--- src/rtl/brick_field_renderer_if.sv ---
// Hit-clear handshake between the collision logic (master) and the brick field (slave).
interface brick_field_renderer_if;
  logic       hit_req;
  logic [2:0] hit_col;
  logic [1:0] hit_row;
  logic       hit_ack;
  logic       hit_was_alive;

  // Master raises hit_req with hit_col/hit_row stable and holds it until hit_ack.
  // hit_ack is a one-cycle pulse, and hit_was_alive is meaningful only while it is high.
  // hit_req is sampled only in cycles where hit_ack is low, so a request held through
  // the ack cycle is counted once.
  modport master (
    output hit_req, hit_col, hit_row,
    input  hit_ack, hit_was_alive
  );

  modport slave (
    input  hit_req, hit_col, hit_row,
    output hit_ack, hit_was_alive
  );
endinterface

--- src/rtl/brick_field_renderer.sv ---
// Brick field pixel stage: alive-map lookup, sprite ROM addressing, two-cycle index pipeline,
// hit-clear handshake and bricks-left tracking.
module brick_field_renderer #(
  parameter int COLS         = 8,
  parameter int ROWS         = 4,
  parameter int BRICK_W_LOG2 = 5,
  parameter int BRICK_H_LOG2 = 4,
  parameter int FIELD_X0     = 64,
  parameter int FIELD_Y0     = 48
) (
  input  logic                                   Clk,
  input  logic                                   Reset,
  input  logic                                   pix_en,
  input  logic [9:0]                             DrawX,
  input  logic [9:0]                             DrawY,
  input  logic                                   vid_on,
  input  logic                                   load,
  brick_field_renderer_if.slave                  hit,
  output logic [BRICK_H_LOG2+BRICK_W_LOG2-1:0]   rom_addr,
  input  logic [3:0]                             rom_data,
  output logic [3:0]                             index,
  output logic                                   index_valid,
  output logic [$clog2(COLS*ROWS+1)-1:0]         bricks_left,
  output logic                                   all_clear
);

  localparam int N  = COLS * ROWS;
  localparam int CW = $clog2(COLS);
  localparam int RW = $clog2(ROWS);
  localparam int IW = $clog2(N);
  localparam int BW = $clog2(N + 1);

  localparam logic [10:0] X0     = 11'(FIELD_X0);
  localparam logic [10:0] Y0     = 11'(FIELD_Y0);
  localparam logic [10:0] X_SPAN = 11'(COLS << BRICK_W_LOG2);
  localparam logic [10:0] Y_SPAN = 11'(ROWS << BRICK_H_LOG2);
  localparam logic [3:0]  COLS_L = 4'(COLS);

  logic [N-1:0]   alive;
  logic           s1_v;
  logic           s2_v;

  logic [10:0]    dx, dy, rel_x, rel_y;
  logic           in_field;
  logic [CW-1:0]  pix_col;
  logic [RW-1:0]  pix_row;
  logic [IW-1:0]  pix_idx;
  logic           pix_live;

  logic           hit_take;
  logic [IW-1:0]  hit_idx;
  logic           hit_clears;

  always_comb begin
    dx       = {1'b0, DrawX};
    dy       = {1'b0, DrawY};
    rel_x    = dx - X0;
    rel_y    = dy - Y0;
    // Lower bound guards against the subtraction wrapping for pixels left of / above the field.
    in_field = (dx >= X0) && (rel_x < X_SPAN) && (dy >= Y0) && (rel_y < Y_SPAN);
    pix_col  = rel_x[BRICK_W_LOG2 +: CW];
    pix_row  = rel_y[BRICK_H_LOG2 +: RW];
    pix_idx  = IW'(pix_row) * IW'(COLS) + IW'(pix_col);
    pix_live = pix_en & vid_on & in_field & alive[pix_idx];
  end

  always_comb begin
    hit_take   = hit.hit_req & ~hit.hit_ack;
    hit_idx    = IW'(hit.hit_row) * IW'(COLS) + IW'(hit.hit_col);
    // A load in the same cycle restores the map, so the hit is acknowledged as a miss.
    hit_clears = hit_take & ~load & ({1'b0, hit.hit_col} < COLS_L)
               & alive[hit_idx] & (bricks_left != '0);
  end

  always_ff @(posedge Clk or posedge Reset) begin
    if (Reset) begin
      alive             <= '1;
      bricks_left       <= BW'(N);
      all_clear         <= 1'b0;
      hit.hit_ack       <= 1'b0;
      hit.hit_was_alive <= 1'b0;
      rom_addr          <= '0;
      s1_v              <= 1'b0;
      s2_v              <= 1'b0;
    end else begin
      rom_addr          <= {rel_y[BRICK_H_LOG2-1:0], rel_x[BRICK_W_LOG2-1:0]};
      s1_v              <= pix_live;
      s2_v              <= s1_v;
      hit.hit_ack       <= hit_take;
      hit.hit_was_alive <= hit_clears;
      all_clear         <= (bricks_left == '0);
      if (load) begin
        alive       <= '1;
        bricks_left <= BW'(N);
      end else if (hit_clears) begin
        alive[hit_idx] <= 1'b0;
        bricks_left    <= bricks_left - BW'(1);
      end
    end
  end

  // ROM data for the stage-1 address lands this cycle, aligned with s2_v.
  assign index       = s2_v ? rom_data : 4'h0;
  assign index_valid = s2_v;

endmodule
--- src/flat_wrapper.sv ---
// flat-port wrapper written by rule: the top's interface ports become plain ports
module brick_field_renderer_flat 
#(
  parameter int COLS         = 8,
  parameter int ROWS         = 4,
  parameter int BRICK_W_LOG2 = 5,
  parameter int BRICK_H_LOG2 = 4,
  parameter int FIELD_X0     = 64,
  parameter int FIELD_Y0     = 48
)
  (Clk, Reset, pix_en, DrawX, DrawY, vid_on, load, rom_addr, rom_data, index, index_valid, bricks_left, all_clear, hit_hit_req, hit_hit_col, hit_hit_row, hit_hit_ack, hit_hit_was_alive);
  brick_field_renderer_if hit_i ();
  input  logic Clk;
  input  logic Reset;
  input  logic pix_en;
  input  logic [9:0] DrawX;
  input  logic [9:0] DrawY;
  input  logic vid_on;
  input  logic load;
  output logic [BRICK_H_LOG2+BRICK_W_LOG2-1:0] rom_addr;
  input  logic [3:0] rom_data;
  output logic [3:0] index;
  output logic index_valid;
  output logic [$clog2(COLS*ROWS+1)-1:0] bricks_left;
  output logic all_clear;
  input wire logic [$bits(hit_i.hit_req)-1:0] hit_hit_req;
  input wire logic [$bits(hit_i.hit_col)-1:0] hit_hit_col;
  input wire logic [$bits(hit_i.hit_row)-1:0] hit_hit_row;
  output wire logic [$bits(hit_i.hit_ack)-1:0] hit_hit_ack;
  output wire logic [$bits(hit_i.hit_was_alive)-1:0] hit_hit_was_alive;
  assign hit_i.hit_req = hit_hit_req;
  assign hit_i.hit_col = hit_hit_col;
  assign hit_i.hit_row = hit_hit_row;
  assign hit_hit_ack = hit_i.hit_ack;
  assign hit_hit_was_alive = hit_i.hit_was_alive;
  brick_field_renderer #(.COLS(COLS), .ROWS(ROWS), .BRICK_W_LOG2(BRICK_W_LOG2), .BRICK_H_LOG2(BRICK_H_LOG2), .FIELD_X0(FIELD_X0), .FIELD_Y0(FIELD_Y0)) u_core (.Clk(Clk), .Reset(Reset), .pix_en(pix_en), .DrawX(DrawX), .DrawY(DrawY), .vid_on(vid_on), .load(load), .hit(hit_i), .rom_addr(rom_addr), .rom_data(rom_data), .index(index), .index_valid(index_valid), .bricks_left(bricks_left), .all_clear(all_clear));
endmodule
--- config.mk ---
export PLATFORM = sky130hd
export DESIGN_NAME = brick_field_renderer_flat
export DESIGN_NICKNAME = d
export VERILOG_FILES = /design/src/rtl/brick_field_renderer_if.sv /design/src/rtl/brick_field_renderer.sv /design/src/flat_wrapper.sv
export SDC_FILE = /design/constraint.sdc
export NUM_CORES = 1
export LEC_CHECK = 0
export CORE_ASPECT_RATIO = 1.1
export CORE_UTILIZATION = 46
export CTS_CLUSTER_DIAMETER = 200
export DETAILED_ROUTE_END_ITERATION = 7
export GPL_TIMING_DRIVEN = 0
export PLACE_DENSITY = 0.88
export SLEW_MARGIN = 20
export SYNTH_ARGS = -nofsm -noshare
export SYNTH_HDL_FRONTEND = slang
export SYNTH_SLANG_ARGS = --single-unit
--- constraint.sdc ---
create_clock -name Clk -period 1.86 [get_ports Clk]
set_input_delay 0.186 -clock Clk [delete_from_list [all_inputs] [get_ports Clk]]
set_output_delay 0.186 -clock Clk [all_outputs]
set_load 0.02 [all_outputs]
==> flow_metrics.env, run 1 <==
export IMPL_status="complete, but fails checks"
export IMPL_failed_checks="setup timing"
export IMPL_clock_sinks=52
export IMPL_numPortBuffers=53
export IMPL_synth_edff_count=0
export IMPL_p_leak_nw=1.46
export IMPL_first_pass_iters=5
export IMPL_drtIter0Drc=220
export IMPL_fin_ws_ps=-201
export IMPL_yosysWarnings=0
export IMPL_period_share_pct=111
export IMPL_grt_max_degree=35
export IMPL_grt_usage_pct=26.6
export IMPL_initial_core_util_pct=48.4
export IMPL_antenna_cells=0
export IMPL_io_pins=58
export IMPL_peakVddDrop_mv=0.486
export IMPL_cts_tree="yes"
export IMPL_finClkSkew_ps=16.0
export IMPL_yosysTopAreaCell="dfstp_2"
export IMPL_utilization_pct=68.2
export IMPL_grt_pass1_wl_mm=13.1
export IMPL_synth_seq_cells=52
export IMPL_syn_area_um2=2830
export IMPL_worstSkewPairLatency_ps=320
export IMPL_syn_area_per_cell_um2=11.6
export IMPL_crit_required_ps=2110
export IMPL_viasPerCell=6.19
export IMPL_yosysUniqueCellTypes=42
export IMPL_layout_drive_gt1_share_pct=41.7
export IMPL_post_route_drc_count=0
export IMPL_setup_violations_final=39
export IMPL_synthToLayoutAreaGrowth_pct=40.9
export IMPL_ant_nets=0
export IMPL_final_area_um2=3980
export IMPL_cts_buffers=5
export IMPL_fmax_mhz=485
export IMPL_std_cell_rows=29
export IMPL_routabilityCongestion=0.980
export IMPL_cp_startpoint="u_core.alive[29]$_DFFE_PP1P_"
export IMPL_hold_viol=0
export IMPL_powerDensity_nw_per_um2=608
export IMPL_coreArea_um2=5840
export IMPL_synth_top_area_share_pct=30.7
export IMPL_path_clk_slew_ps=110
export IMPL_tightest_slew_ps=1180
export IMPL_rsz0062_at_grt="true"
export IMPL_end_kind="register"
export IMPL_hp_class="in2reg"
export IMPL_drt_total_wl_mm=8.26
export IMPL_grt_pass1_vias=2464
export IMPL_antenna_found_initial=0
export IMPL_clockBufferDepth=2
export IMPL_start_kind="register"
export IMPL_setup_tns_ps=-6340
export IMPL_overflow=0
export IMPL_die_w_um=76.7
export IMPL_seq_area_frac_synth_pct=47.5
export IMPL_period_needed_ps=2060
export IMPL_place_ws_ps=-693
export IMPL_postPlaceCellArea_um2=3520
export IMPL_htreeDepth=2
export IMPL_crit_type="reg2reg"
export IMPL_rrSetupSlack_ps=-200
export IMPL_cap_violations=0
export IMPL_nNetsFinal=357
export IMPL_max_slew_margin_rel_pct=20.9
export IMPL_slew_violations=0
export IMPL_die_h_um=84.2
export IMPL_cp_arrival_ps=2310
export IMPL_synth_net_count=283
export IMPL_synth_flop_cell="dfstp_2"
export IMPL_ys_top_cells_by_area="dfstp_2, dfrtp_1, mux4_2"
export IMPL_synth_async_reset_ratio_pct=100
export IMPL_hp_start="load"
export IMPL_root_buffer="clkbuf_8"
export IMPL_hold_ws_ps=267
export IMPL_path_max_fanout=6
export IMPL_dp_hpwl_mm=5.06
export IMPL_routedWlPerCell_um=20.9
export IMPL_holdBufCountCts=0
export IMPL_vias=2452
export IMPL_r2r_start="u_core.alive[29]$_DFFE_PP1P_"
export IMPL_syn_inst=244
export IMPL_dieArea_um2=6460
## synthesized netlist by cell type, drive strengths merged (6+ instances only)
cell type	number
mux2i	7
nor3	11
clkbuf	11
nand2	6
nor2	41
dfstp	33
dfrtp	19
mux4	13
mux2	6
inv	7
o21ai	6
a31oi	33
## worst max-delay path, stage by stage (launching register included)
cell and delay (ps):
dfstp_2 390, mux2_2 250, a221o_2 390, nor3_4 260, o311a_4 260, nor2_4 80, buf_4 170, a31oi_2 170
## routing by layer
layer	part of all wire (%)	up-vias	GRT usage, %
met5	0	-	0
met4	3.0	0	12.9
met3	8.0	27	6.30
met2	51	151	43.8
met1	38	1220	32.9
li1	-	1054	-
## layout by cell type, fill, tap and decap left out, drive strengths merged, types with 2 or more instances in the layout
| cell type | n |
|---|---|
| clkdlybuf4s50 | 50 |
| nor2 | 41 |
| dfstp | 33 |
| a31oi | 33 |
| dfrtp | 19 |
| buf | 18 |
| clkbuf | 16 |
| mux4 | 13 |
| nor3 | 11 |
| inv | 10 |
| mux2i | 7 |
| mux2 | 6 |
| nand2 | 6 |
| o21ai | 6 |
| nor3b | 5 |
| and3b | 5 |
| nand3 | 4 |
| and2 | 4 |
| a21oi | 4 |
| ha | 4 |
| dlygate4sd2 | 3 |
| or3 | 3 |
| nand2b | 2 |
| o311a | 2 |
## registers in the layout, summed over array words and instances, names as in the netlist
name                      cells
u_core.all_clear              1
u_core.hit.hit_ack            1
u_core.hit.hit_was_alive      1
u_core.rom_addr               9
u_core.index_valid            1
u_core.bricks_left            6
u_core.alive                 32
u_core.s1_v                   1
## final cells by class
type	instances	area [um^2]
multi-input combinational	170	1590
clock inverter	3	28.8
clock buffer	5	68.8
inverter	7	26.3
fill	399	1860
buffer	16	183
sequential	52	1350
timing repair buffer	66	644
tap	77	96.3
## what timing repair did
| item | 4_1_cts | 5_1_grt |
|---|---|---|
| endpoints found under the setup margin | 39 | 40 |
| resized for setup | 28 | 17 |
| buffers inserted | 11 | 0 |
| pin swaps | 23 | 0 |
| gates cloned | 2 | 0 |
## power by group
group	total [mW]	switching, mW	leakage (nW)	internal [mW]
registers	1.18	0.0195	0.585	1.16
logic	0.513	0.277	0.824	0.236
clock network	0.724	0.439	0.0511	0.285
## final timing paths
kind                                                      to  cells after the start
min in group asynchronous       u_core.rom_addr[4]$_DFF_PP0_                      2
setup reg to reg                u_core.alive[15]$_DFFE_PP1P_                      7
max in group asynchronous       u_core.alive[26]$_DFFE_PP1P_                      3
hold reg to reg                 u_core.index_valid$_DFF_PP0_                      0
setup / recovery                u_core.alive[15]$_DFFE_PP1P_                      7
hold / removal             u_core.bricks_left[0]$_DFFE_PP0P_                      4
## through the flow
stage	instances	total power, mW
after floorplan	244	1.45
after global placement	374	1.62
after detailed placement	375	1.64
after CTS	396	2.38
after global routing	396	2.50
final	396	2.42
## kinds of logic after synthesis
| kind of cell | count (synthesis) | share of synthesized area [%] |
|---|---|---|
| AOI/OAI and AO/OA | 49 | 11.5 |
| DFF | 52 | 47.5 |
| xor gates and xnor gates | 1 | 0.310 |
| buffers and inverters | 23 | 6.51 |
| adders and majority gates | 4 | 1.77 |
| muxes | 26 | 15.3 |
| and+or+nand+nor | 89 | 17.1 |
(Power assumes the default switching activity.)
==> run 2, diff against run 1 <==
--- a/config.mk
+++ b/config.mk
@@ -7,9 +7,10 @@
 export LEC_CHECK = 0
 export CORE_ASPECT_RATIO = 1.1
-export CORE_UTILIZATION = 46
+export CORE_UTILIZATION = 55
 export CTS_CLUSTER_DIAMETER = 200
 export DETAILED_ROUTE_END_ITERATION = 7
+export DONT_BUFFER_PORTS = 1
 export GPL_TIMING_DRIVEN = 0
-export PLACE_DENSITY = 0.88
+export PLACE_DENSITY = 0.85
 export SLEW_MARGIN = 20
 export SYNTH_ARGS = -nofsm -noshare
==> constraint.sdc (replaced) <==
create_clock -name Clk -period 1.86 [get_ports Clk]
set_input_delay 0.186 -clock Clk [delete_from_list [all_inputs] [get_ports Clk]]
set_output_delay 0.186 -clock Clk [all_outputs]
set_load 0.005 [all_outputs]
==> run 2 against run 1 <==
Net effect:
- the flow finishes with violations (DRC, setup timing)
- total power is 5.9% lower
- clock-buffer cell count stayed put
- cell area is 13% lower
- critical path type unchanged
- global-route usage is 1.6 points higher
- combinational power is 29% lower
- core utilization is 1.2 points higher
- sequential cell count stayed put
- sequential power hardly changed
- critical endpoint is now u_core.alive[4]$_DFFE_PP1P_
==> flow_metrics.env, run 2 (synthesis gave the netlist of run 1 again) <==
export IMPL_antenna_cells=0
export IMPL_viasPerCell=7.10
export IMPL_path_max_fanout=10
export IMPL_final_area_um2=3440
export IMPL_postPlaceCellArea_um2=2950
export IMPL_top_regs="u_core.alive x32, u_core.rom_addr x9, u_core.bricks_left x6"
export IMPL_crit_chain="mux2_2 > a221o_2 > nor3_4 > o311a_4 > nor2_4 > buf_6 > a31oi_1"
export IMPL_io_pins=58
export IMPL_ant_nets=0
export IMPL_routabilityCongestion=0.890
export IMPL_htreeDepth=2
export IMPL_coreArea_um2=4970
export IMPL_clockBufferDepth=2
export IMPL_start_kind="register"
export IMPL_finClkSkew_ps=13.4
export IMPL_place_ws_ps=-257
export IMPL_path_clk_slew_ps=110
export IMPL_cap_violations=0
export IMPL_peakVddDrop_mv=0.617
export IMPL_setup_tns_ps=-7170
export IMPL_die_h_um=77.2
export IMPL_layout_drive_gt1_share_pct=44.2
export IMPL_status="complete, but fails checks"
export IMPL_antenna_found_initial=0
export IMPL_largest_reg_flops=32
export IMPL_overflow=0
export IMPL_worstSkewPairLatency_ps=330
export IMPL_nNetsFinal=312
export IMPL_drt_total_wl_mm=7.66
export IMPL_grt_pass1_vias=2225
export IMPL_clock_sinks=52
export IMPL_fin_ws_ps=-249
export IMPL_dp_cells=303
export IMPL_cts_buffers=5
export IMPL_rsz0062_at_grt="true"
export IMPL_final_common_cell="nor2_1"
export IMPL_tightest_slew_ps=1020
export IMPL_p_leak_nw=1.27
export IMPL_fmax_mhz=474
export IMPL_dp_hpwl_mm=4.36
export IMPL_grt_max_degree=28
export IMPL_initial_core_util_pct=56.9
export IMPL_setup_violations_final=40
export IMPL_drtIter0Drc=329
export IMPL_crit_type="reg2reg"
export IMPL_final_cell_mix="nor2_1, dfstp_2, a31oi_1, dfrtp_1, mux4_2"
export IMPL_grt_usage_pct=28.2
export IMPL_cp_slowest_stage_delay_ps=400
export IMPL_end_kind="register"
export IMPL_period_needed_ps=2110
export IMPL_grt_pass1_wl_mm=11.5
export IMPL_dieArea_um2=5430
export IMPL_crit_required_ps=2100
export IMPL_cp_arrival_ps=2350
export IMPL_max_flop_register="u_core.alive"
export IMPL_std_cell_rows=27
export IMPL_multi_input_area_um2=1540
export IMPL_routedWlPerCell_um=23.1
export IMPL_powerDensity_nw_per_um2=662
export IMPL_cp_top_family="compound AO/OA/AOI/OAI gates"
export IMPL_first_pass_iters=7
export IMPL_synthToLayoutAreaGrowth_pct=21.9
export IMPL_max_slew_margin_rel_pct=31.6
export IMPL_post_route_drc_count=2
export IMPL_fin_cells=332
export IMPL_slew_violations=0
export IMPL_hold_viol=0
export IMPL_period_share_pct=113
export IMPL_numPortBuffers=0
export IMPL_seq_area_um2=1340
export IMPL_hp_class="in2reg"
export IMPL_die_w_um=70.4
export IMPL_root_buffer="clkbuf_8"
export IMPL_cts_tree="yes"
export IMPL_cp_slowest_cell="a221o_2"
export IMPL_failed_checks="DRC, setup timing"
export IMPL_vias=2357
export IMPL_fillers=319
export IMPL_cp_num_buf_inv=1
## run 2: final timing paths
| kind | to | slack [ps] | startpoint | depth (start not counted) |
|---|---|---|---|---|
| max in group asynchronous | u_core.alive[18]$_DFFE_PP1P_ | 870 | Reset | 3 |
| setup / recovery | u_core.alive[4]$_DFFE_PP1P_ | -250 | u_core.alive[28]$_DFFE_PP1P_ | 7 |
| hold reg to reg | u_core.index_valid$_DFF_PP0_ | 360 | u_core.s1_v$_DFF_PP0_ | 0 |
| setup reg to reg | u_core.alive[4]$_DFFE_PP1P_ | -250 | u_core.alive[28]$_DFFE_PP1P_ | 7 |
| hold / removal | u_core.s1_v$_DFF_PP0_ | 0.3 | pix_en | 2 |
| min in group asynchronous | u_core.rom_addr[5]$_DFF_PP0_ | 370 | Reset | 2 |
## run 2: repair_timing
action / CTS / global route
setup endpoints to repair: 36 / 39
hold buffers: 11 / 0
resized for setup: 13 / 21
pin swaps: 14 / 4
setup buffers: 5 / 4
cloned: 1 / 0
hold endpoints to repair: 16 / 0
## run 2: power breakdown
part	switching (mW)	internal, mW	leakage, nW
Clock	0.437	0.285	0.0511
Combinational	0.214	0.151	0.630
Sequential	0.0270	1.16	0.586
## run 2: per-layer routing
metal	up-vias	GRT usage, %	part of all wire, %
met4	0	13.6	3.6
met3	36	8.67	9.8
li1	968	-	-
met5	-	0	0
met2	177	44.8	49
met1	1176	34.8	37
## run 2: worst register-to-register path, cell delays in order, from the launching register on
cell and delay (ps):
dfstp_2 390, mux2_2 270, a221o_2 400, nor3_4 260, o311a_4 270, nor2_4 80, buf_6 170, a31oi_1 190
## run 2: through the flow
stage	power, mW	hold WS (ps)	util, %
after CTS	2.24	10.0	66.7
after global placement	1.47	217	58.8
after global routing	2.36	6.23	69.4
after floorplan	1.42	217	-
after detailed placement	1.49	151	59.4
final	2.28	0.300	69.4
## run 2: layout make-up
type	count	share of cell area, %
Buffer	16	4.94
Clock buffer	5	2.00
Clock inverter	3	0.835
Inverter	7	0.763
Multi-Input combinational cell	170	44.6
Sequential cell	52	39.0
Tap cell	58	2.11
Timing Repair Buffer	21	5.74
==> run 3, diff against run 2 <==
Settings changed: CORE_MARGIN set to 2, HOLD_SLACK_MARGIN set to 0.1.
==> run 3 against run 2 <==
Net effect:
- the flow finishes with violations (setup timing)
- sequential cell count unchanged
- hold slack improved by 99 ps
- clock skew is 8.7 ps lower
- critical path type unchanged
==> flow_metrics.env, run 3 (synthesis gave the netlist of run 1 again) <==
export IMPL_cts_tree="yes"
export IMPL_coreArea_um2=4970
export IMPL_final_area_um2=3420
export IMPL_p_leak_nw=1.27
export IMPL_setup_violations_final=39
export IMPL_grt_usage_pct=26.9
export IMPL_status="complete, but fails checks"
export IMPL_std_cell_rows=27
export IMPL_largest_reg_flops=32
export IMPL_max_flop_register="u_core.alive"
export IMPL_numPortBuffers=0
export IMPL_period_needed_ps=2090
export IMPL_clock_sinks=52
export IMPL_dieArea_um2=5730
export IMPL_crit_type="reg2reg"
export IMPL_crit_required_ps=2070
export IMPL_end_kind="register"
export IMPL_root_buffer="clkbuf_8"
export IMPL_period_share_pct=112
export IMPL_io_pins=58
export IMPL_die_h_um=79.2
export IMPL_cp_arrival_ps=2290
export IMPL_setup_tns_ps=-6980
export IMPL_grt_pass1_wl_mm=11.5
export IMPL_first_pass_iters=5
export IMPL_htreeDepth=2
export IMPL_cap_violations=0
export IMPL_fin_ws_ps=-227
export IMPL_layout_drive_gt1_share_pct=41.3
export IMPL_fmax_mhz=479
export IMPL_dp_hpwl_mm=4.65
export IMPL_reg2regPathDepth=7
export IMPL_clockBufferDepth=2
export IMPL_nNetsFinal=314
export IMPL_min_path_cells=2
export IMPL_total_power_mw=2.23
export IMPL_grt_pass1_vias=2205
export IMPL_drtIter0Drc=307
export IMPL_vias=2274
export IMPL_cp_slowest_stage_delay_ps=570
export IMPL_tightest_slew_ps=1180
export IMPL_worstSkewPairLatency_ps=310
export IMPL_grt_max_degree=28
export IMPL_antenna_cells=0
export IMPL_cts_buffers=5
export IMPL_powerDensity_nw_per_um2=652
export IMPL_hold_viol=0
export IMPL_routabilityCongestion=0.894
export IMPL_post_route_drc_count=0
export IMPL_final_cell_mix="nor2_1, dfstp_2, a31oi_1, dfrtp_1, dlygate4sd3_1"
export IMPL_crit_chain="mux2i_1 > nor3b_2 > nor3_2 > o311a_4 > nor2_4 > buf_6 > a31oi_1"
export IMPL_peakVddDrop_mv=0.381
export IMPL_top_regs="u_core.alive x32, u_core.rom_addr x9, u_core.bricks_left x6"
export IMPL_antenna_found_initial=0
export IMPL_rsz0062_at_grt="true"
export IMPL_max_slew_margin_rel_pct=20.7
export IMPL_slew_violations=0
export IMPL_final_common_cell="nor2_1"
export IMPL_die_w_um=72.4
export IMPL_overflow=0
export IMPL_utilization_pct=68.9
export IMPL_routedWlPerCell_um=22.6
export IMPL_path_clk_slew_ps=100
export IMPL_start_kind="register"
export IMPL_drt_total_wl_mm=7.55
export IMPL_synthToLayoutAreaGrowth_pct=21.1
export IMPL_finClkSkew_ps=4.66
export IMPL_cp_slowest_cell="dfstp_2"
export IMPL_failed_checks="setup timing"
export IMPL_postPlaceCellArea_um2=2950
export IMPL_path_max_fanout=10
export IMPL_ant_nets=0
export IMPL_hp_class="in2reg"
export IMPL_initial_core_util_pct=56.9
export IMPL_viasPerCell=6.81
run 3: cell types whose count changed in the layout (fill, tap and decap cells not counted), moves of 2 or more:
| cell | before | now |
|---|---|---|
| inv_6 | 2 | 0 |
| a21oi_1 | 2 | 4 |
| a21oi_2 | 2 | 0 |
| buf_4 | 9 | 6 |
| dlygate4sd3_1 | 11 | 15 |
run 3: final cells by class:
class | count | area [um^2]
Tap cell | 58 | 72.6
Multi-Input combinational cell | 170 | 1500
Fill cell | 336 | 1540
Clock buffer | 5 | 68.8
Inverter | 7 | 26.3
Buffer | 16 | 168
Sequential cell | 52 | 1340
Clock inverter | 3 | 27.5
Timing Repair Buffer | 23 | 220
run 3: where the power goes:
part	switching, mW	internal (mW)
clock network	0.415	0.277
logic	0.204	0.146
registers	0.0254	1.16
run 3: final timing paths:
check,end,slack (ps),from
hold / removal,u_core.alive[9]$_DFFE_PP1P_,100,hit_hit_col[2]
min in group asynchronous,u_core.rom_addr[0]$_DFF_PP0_,370,Reset
setup reg to reg,u_core.alive[8]$_DFFE_PP1P_,-230,u_core.alive[27]$_DFFE_PP1P_
max in group asynchronous,u_core.alive[18]$_DFFE_PP1P_,880,Reset
setup / recovery,u_core.alive[8]$_DFFE_PP1P_,-230,u_core.alive[27]$_DFFE_PP1P_
hold reg to reg,u_core.index_valid$_DFF_PP0_,370,u_core.s1_v$_DFF_PP0_
run 3: what timing repair did:
item | 4_1_cts | 5_1_grt
hold buffers | 15 | 0
endpoints found under the setup margin | 39 | 40
resized for setup | 12 | 14
pin swaps | 8 | 6
hold endpoints to repair | 18 | 0
cloned | 2 | 0
setup buffers | 6 | 0
run 3: critical path, delay by kind of cell (launching register included):
family | cells | cell delay [ps]
and+or+nand+nor | 3 | 540
muxes | 1 | 120
DFF | 1 | 570
buffers and inverters | 1 | 210
AOI/OAI and AO/OA | 2 | 540
run 3: stage by stage:
stage	std cells	setup slack, ps	hold slack [ps]
global route	334	-277	116
CTS	334	-177	106
floorplan	244	-24.4	217
detailed placement	303	-274	145
global placement	302	-242	217
finish	334	-227	99.0
run 3: routing by layer:
metal  GRT usage, %  vias to the layer above  routed length (um)
li1               -                      969                   -
met1           36.3                     1146                2970
met2           43.3                      138                3820
met3           4.44                       21                 563
met4           10.8                        0                 205
met5              0                        -                   0
